`src/rtl/flappy_bird_core_if.sv`:
```
// Signal bundle between the flappy-bird game core and its neighbours.
// The master drives flap/crash requests; the slave (the core) returns game state.
interface flappy_bird_core_if;
    logic       press;
    logic       game_over;
    logic       ongoing;
    logic [7:0] bird;
    logic       fell;
    logic [2:0] rnd;

    modport master (
        output press, game_over,
        input  ongoing, bird, fell, rnd
    );

    modport slave (
        input  press, game_over,
        output ongoing, bird, fell, rnd
    );
endinterface

```
`src/rtl/flappy_bird_core.sv`:
```
// Game core for the 8x8 LED flappy-bird: run/idle flag, one-hot bird row with
// gravity, and a free-running 3-bit LFSR for the pipe gap. Every output is a register.
module flappy_bird_core #(
    parameter int START_ROW   = 4,
    parameter int FALL_PERIOD = 4
) (
    input logic               clk,
    input logic               reset,
    flappy_bird_core_if.slave bus
);
    localparam int              CNT_W     = (FALL_PERIOD > 1) ? $clog2(FALL_PERIOD) : 1;
    localparam logic [CNT_W-1:0] TICK_LAST = CNT_W'(FALL_PERIOD - 1);
    localparam logic [7:0]       BIRD_RST  = 8'(1 << START_ROW);

    typedef enum logic {
        S_IDLE = 1'b0,
        S_RUN  = 1'b1
    } state_t;

    state_t           r_state;
    logic             r_ongoing;
    logic [7:0]       r_bird;
    logic             r_fell;
    logic [CNT_W-1:0] r_cnt;
    logic [2:0]       r_rnd;
    logic             w_active;

    // The bird is frozen until the game runs, after a crash, and once it has fallen.
    assign w_active = r_ongoing & ~bus.game_over & ~r_fell;

    // NOTE: sequential state uses non-blocking assignments so every register
    // samples the pre-edge values, independent of statement order.
    always_ff @(posedge clk or negedge reset) begin
        if (!reset) begin
            r_state   <= S_IDLE;
            r_ongoing <= 1'b0;
        end else begin
            case (r_state)
                S_IDLE: begin
                    if (bus.press) begin
                        r_state   <= S_RUN;
                        r_ongoing <= 1'b1;
                    end
                end
                S_RUN: begin
                    r_state   <= S_RUN;
                    r_ongoing <= 1'b1;
                end
            endcase
        end
    end

    always_ff @(posedge clk or negedge reset) begin
        if (!reset) begin
            r_bird <= BIRD_RST;
            r_fell <= 1'b0;
            r_cnt  <= '0;
        end else if (w_active) begin
            if (bus.press) begin
                // A flap discards any gravity tick due on the same cycle.
                if (!r_bird[7]) begin
                    r_bird <= r_bird << 1;
                end
                r_cnt <= '0;
            end else if (r_cnt == TICK_LAST) begin
                r_bird <= r_bird >> 1;
                r_cnt  <= '0;
                if (r_bird[0]) begin
                    r_fell <= 1'b1;
                end
            end else begin
                r_cnt <= r_cnt + 1'b1;
            end
        end
    end

    // Period-7 LFSR; 3'b111 is the lockup state and cannot be reached from reset.
    always_ff @(posedge clk or negedge reset) begin
        if (!reset) begin
            r_rnd <= 3'b000;
        end else begin
            r_rnd <= {r_rnd[1:0], ~(r_rnd[2] ^ r_rnd[1])};
        end
    end

    assign bus.ongoing = r_ongoing;
    assign bus.bird    = r_bird;
    assign bus.fell    = r_fell;
    assign bus.rnd     = r_rnd;
endmodule

```
`src/flat_wrapper.sv`:
```
// flat-port wrapper written by rule: the top's interface ports become plain ports
module flappy_bird_core_flat 
#(
    parameter int START_ROW   = 4,
    parameter int FALL_PERIOD = 4
)
  (clk, reset, bus_press, bus_game_over, bus_ongoing, bus_bird, bus_fell, bus_rnd);
  flappy_bird_core_if bus_i ();
  input logic clk;
  input logic reset;
  input wire logic [$bits(bus_i.press)-1:0] bus_press;
  input wire logic [$bits(bus_i.game_over)-1:0] bus_game_over;
  output wire logic [$bits(bus_i.ongoing)-1:0] bus_ongoing;
  output wire logic [$bits(bus_i.bird)-1:0] bus_bird;
  output wire logic [$bits(bus_i.fell)-1:0] bus_fell;
  output wire logic [$bits(bus_i.rnd)-1:0] bus_rnd;
  assign bus_i.press = bus_press;
  assign bus_i.game_over = bus_game_over;
  assign bus_ongoing = bus_i.ongoing;
  assign bus_bird = bus_i.bird;
  assign bus_fell = bus_i.fell;
  assign bus_rnd = bus_i.rnd;
  flappy_bird_core #(.START_ROW(START_ROW), .FALL_PERIOD(FALL_PERIOD)) u_core (.clk(clk), .reset(reset), .bus(bus_i));
endmodule
```
`config.mk`:
```
export PLATFORM = sky130hd
export DESIGN_NAME = flappy_bird_core_flat
export DESIGN_NICKNAME = d
export VERILOG_FILES = /design/src/rtl/flappy_bird_core_if.sv /design/src/rtl/flappy_bird_core.sv /design/src/flat_wrapper.sv
export SDC_FILE = /design/constraint.sdc
export NUM_CORES = 1
export LEC_CHECK = 0
export ABC_CLOCK_PERIOD_IN_PS = 5050
export BUFFER_PORTS_ARGS = -buffer_cell sky130_fd_sc_hd__buf_4
export CAP_MARGIN = 0
export CORE_MARGIN = 4
export CORE_UTILIZATION = 42
export CTS_BUF_LIST = sky130_fd_sc_hd__clkbuf_8
export DETAILED_ROUTE_END_ITERATION = 8
export HOLD_SLACK_MARGIN = 0.1
export SETUP_SLACK_MARGIN = 0.2
export SLEW_MARGIN = 40
export SYNTH_ARGS = -nofsm -noshare
export SYNTH_HDL_FRONTEND = slang
export SYNTH_SLANG_ARGS = --single-unit
```
`constraint.sdc`:
```
create_clock -name clk -period 5.05 [get_ports clk]
set_clock_uncertainty 0.2 [all_clocks]
set_input_delay 0.505 -clock clk [delete_from_list [all_inputs] [get_ports clk]]
set_output_delay 0.505 -clock clk [all_outputs]
set_load 0.005 [all_outputs]
```
==> results.md <==
* WL/cell at 12.76 um
* Final-report hold violation count at 0
* First-pass GRT wire length at 2.428 mm
* Vias/cell at 4.856
* CTS tree: done
* Die W at 50.10 um
* Die height at about 50 um
* Final setup TNS at 0 ns
* FF-to-FF setup slack at 3.20 ns
* Final Slew Violations at 0
* Drt pass-1 iters at 3
* PortBufs at 16
* Place WS at 2.966 ns
* Post-Syn Area at 744.5 um^2
* Asr flop ratio synth at 1.000
* Total power draw at ~430 uW
* Worst-path maximum fanout at 7
* Maxcap violations at 0
* RSZ-0062 raised after global routing: false
* WL final at 1.327 mm
* Clock-pin slew on the worst setup and hold paths at 0.06 ns
* Hold Path Depth at 0
* Commonest non-fill, non-tap cell in the layout: buf_4
* CTS H-tree depth at 1
* Tot GR Track Use at 0.1307
* Final min period at 1.855 ns
* Reg-to-Reg End: u_core.bus.bird[1]
* CP required at 4.99 ns
* Most used DFF post-synth: dfrtp_1
* DRT iter0 DRCs at 4
* Max Fclk at around 0.54 GHz
* Largest net degree at the start of global routing at 18
* Vias at 505
* Cts bufs inserted at 3
* Status: finished, final reports clean
* Syn Inst Count at 62
* Worst Path Class, Setup: register to register
* Nature of the critical path endpoint: register
* Synthesized net count at 68
* Number of synthesized flops with an enable pin at 0
* DRT antenna net count at 0
* Number of remaining DRC errors at 0
* Post-synthesis sequential area ratio at 0.5395
* Final #Nets at 87
* HP Start: u_core.bus.rnd[0]
* Final setup violation count at 0
* Area Overhead vs Synth at 25.04%
* GRT overflow at 0
* Initial antenna violation count at 0
* Clock Tree Buf Depth at 2
* Die ar. at 0.002510 mm^2
* Startpoint types: register
* Worst-skew pair later-pin latency at 0.25 ns
* Commonest non-fill, non-tap cells in the layout: buf_4 (16), dfrtp_1 (15), nand2_1 (5), inv_1 (5), nor2b_1 (5)
* Reg2Reg Depth at 3
* Synth cell types at 26
* Clock tree sinks at 16
* GP Congestion at 0.7055
* Worst VDD drop at 0.2538 mV
* FILL cells at approximately 140
* Reg-to-Reg Start: u_core.bus.fell
* Hold WC Path Type: register to register
* Initial Utilization at 0.4670
* Layout cells sized above 1 at 0.3375
* Least-Margin Pin Slew at a little under 0.4 ns
* Lkg Pwr at 0.4327 nW
* Worst EP arrival at ~1.8 ns
* Mean Syn Cell Area at around 12 um^2
* P per Cell Area at 464.9 mW/mm^2
* Core area at 0.001594 mm^2
* Final worst setup slack at 3.195 ns
* IO Pins at 17
* Slew HR at 0.7359
* Post-DP HPWL at about 900 um
* Std-Cell Rows at 14
* Clk root buf: clkbuf_8
* Post-route clock period utilization at 0.3673
* Vias in the first global route at 538
* Worst Hold Endpoint: u_core.bus.rnd[1]
* ANT cells at 0
* Yosys warnings at 0
* Yosys reg bits at 16
stage by stage:
step	area (um^2)	std cells	hold WS (ns)	utilization
floorplan	744.5	62	0.009409	-
global route	930.9	104	0.2145	0.5840
finish	930.9	104	0.1811	0.5840
detailed placement	865.8	99	0.1681	0.5432
global placement	865.8	99	0.1711	0.5432
CTS	930.9	104	0.1904	0.5840
where the power goes:
group	internal, mW	switching, mW	total, mW
registers	0.164	0.0307	0.195
logic	0.0782	0.0478	0.126
clock network	0.0692	0.0428	0.112
routing by layer:
layer,vias to the layer above,track usage,routed length (um)
li1,244,-,-
met5,-,0,0
met1,243,0.1776,655
met2,14,0.1739,577
met4,0,0.06912,21
met3,4,0.05422,72
timing repair:
action | CTS | global route
gates resized for setup | 0 | 0
hold buffers | 1 | 0
hold endpoints to repair | 15 | 0
endpoints found under the setup margin | 0 | 0
buffers inserted | 0 | 0
flip-flops by register name, summed over array words and instances, names as in the netlist:
name                flops
u_core.bus.bird         8
u_core.bus.rnd          3
u_core.r_cnt            2
u_core.bus.fell         1
u_core.bus.ongoing      1
u_core.r_state          1
worst max-delay path: stages (launching register included):
cell and delay [ns]:
dfrtp_1 0.40, or3b_1 0.47, o21ba_4 0.36, mux2_4 0.31
cell type report:
type	instances	area [um^2]	area share
flip-flops and latches	16	401.6	0.4315
inverters	5	18.77	0.02016
well taps	24	30.03	0.03226
clock buffers	4	55.05	0.05914
repair buffers	17	130.1	0.1398
multi-input cells	38	295.3	0.3172
cells in the mapped netlist (2+ instances only):
cell type,n,area share
dfrtp_1,15,0.50
inv_1,5,0.025
nand2_1,5,0.025
nor2b_1,5,0.042
mux2i_1,4,0.054
mux2_4,3,0.060
a21oi_1,2,0.013
a2bb2oi_1,2,0.024
ha_1,2,0.034
nor2_1,2,0.010
o22ai_1,2,0.017
how the worst max path moves through the flow:
stage,startpoint,end,cells after the start
floorplan,bus_game_over,u_core.bus.bird[0],5
global placement,bus_game_over,u_core.bus.bird[1],4
detailed placement,bus_game_over,u_core.bus.bird[1],4
CTS,u_core.bus.fell,u_core.bus.bird[1],3
global route,u_core.bus.fell,u_core.bus.bird[1],3
finish,u_core.bus.fell,u_core.bus.bird[1],3
kinds of logic (layout without fill, tap and decap cells):
| kind of cell | after synthesis | after routing | share of synthesized area |
|---|---|---|---|
| adder cells (fa/ha/maj) | 2 | 2 | 0.03361 |
| multiplexers | 7 | 7 | 0.1143 |
| AO/OA/AOI/OAI | 12 | 12 | 0.1227 |
| AND/OR/NAND/NOR | 16 | 16 | 0.1143 |
| XOR/XNOR | 1 | 1 | 0.01177 |
| flip-flops | 16 | 16 | 0.5395 |
| buffers and inverters | 8 | 26 | 0.06386 |
No activity file was read; power rests on OpenSTA's default activity.
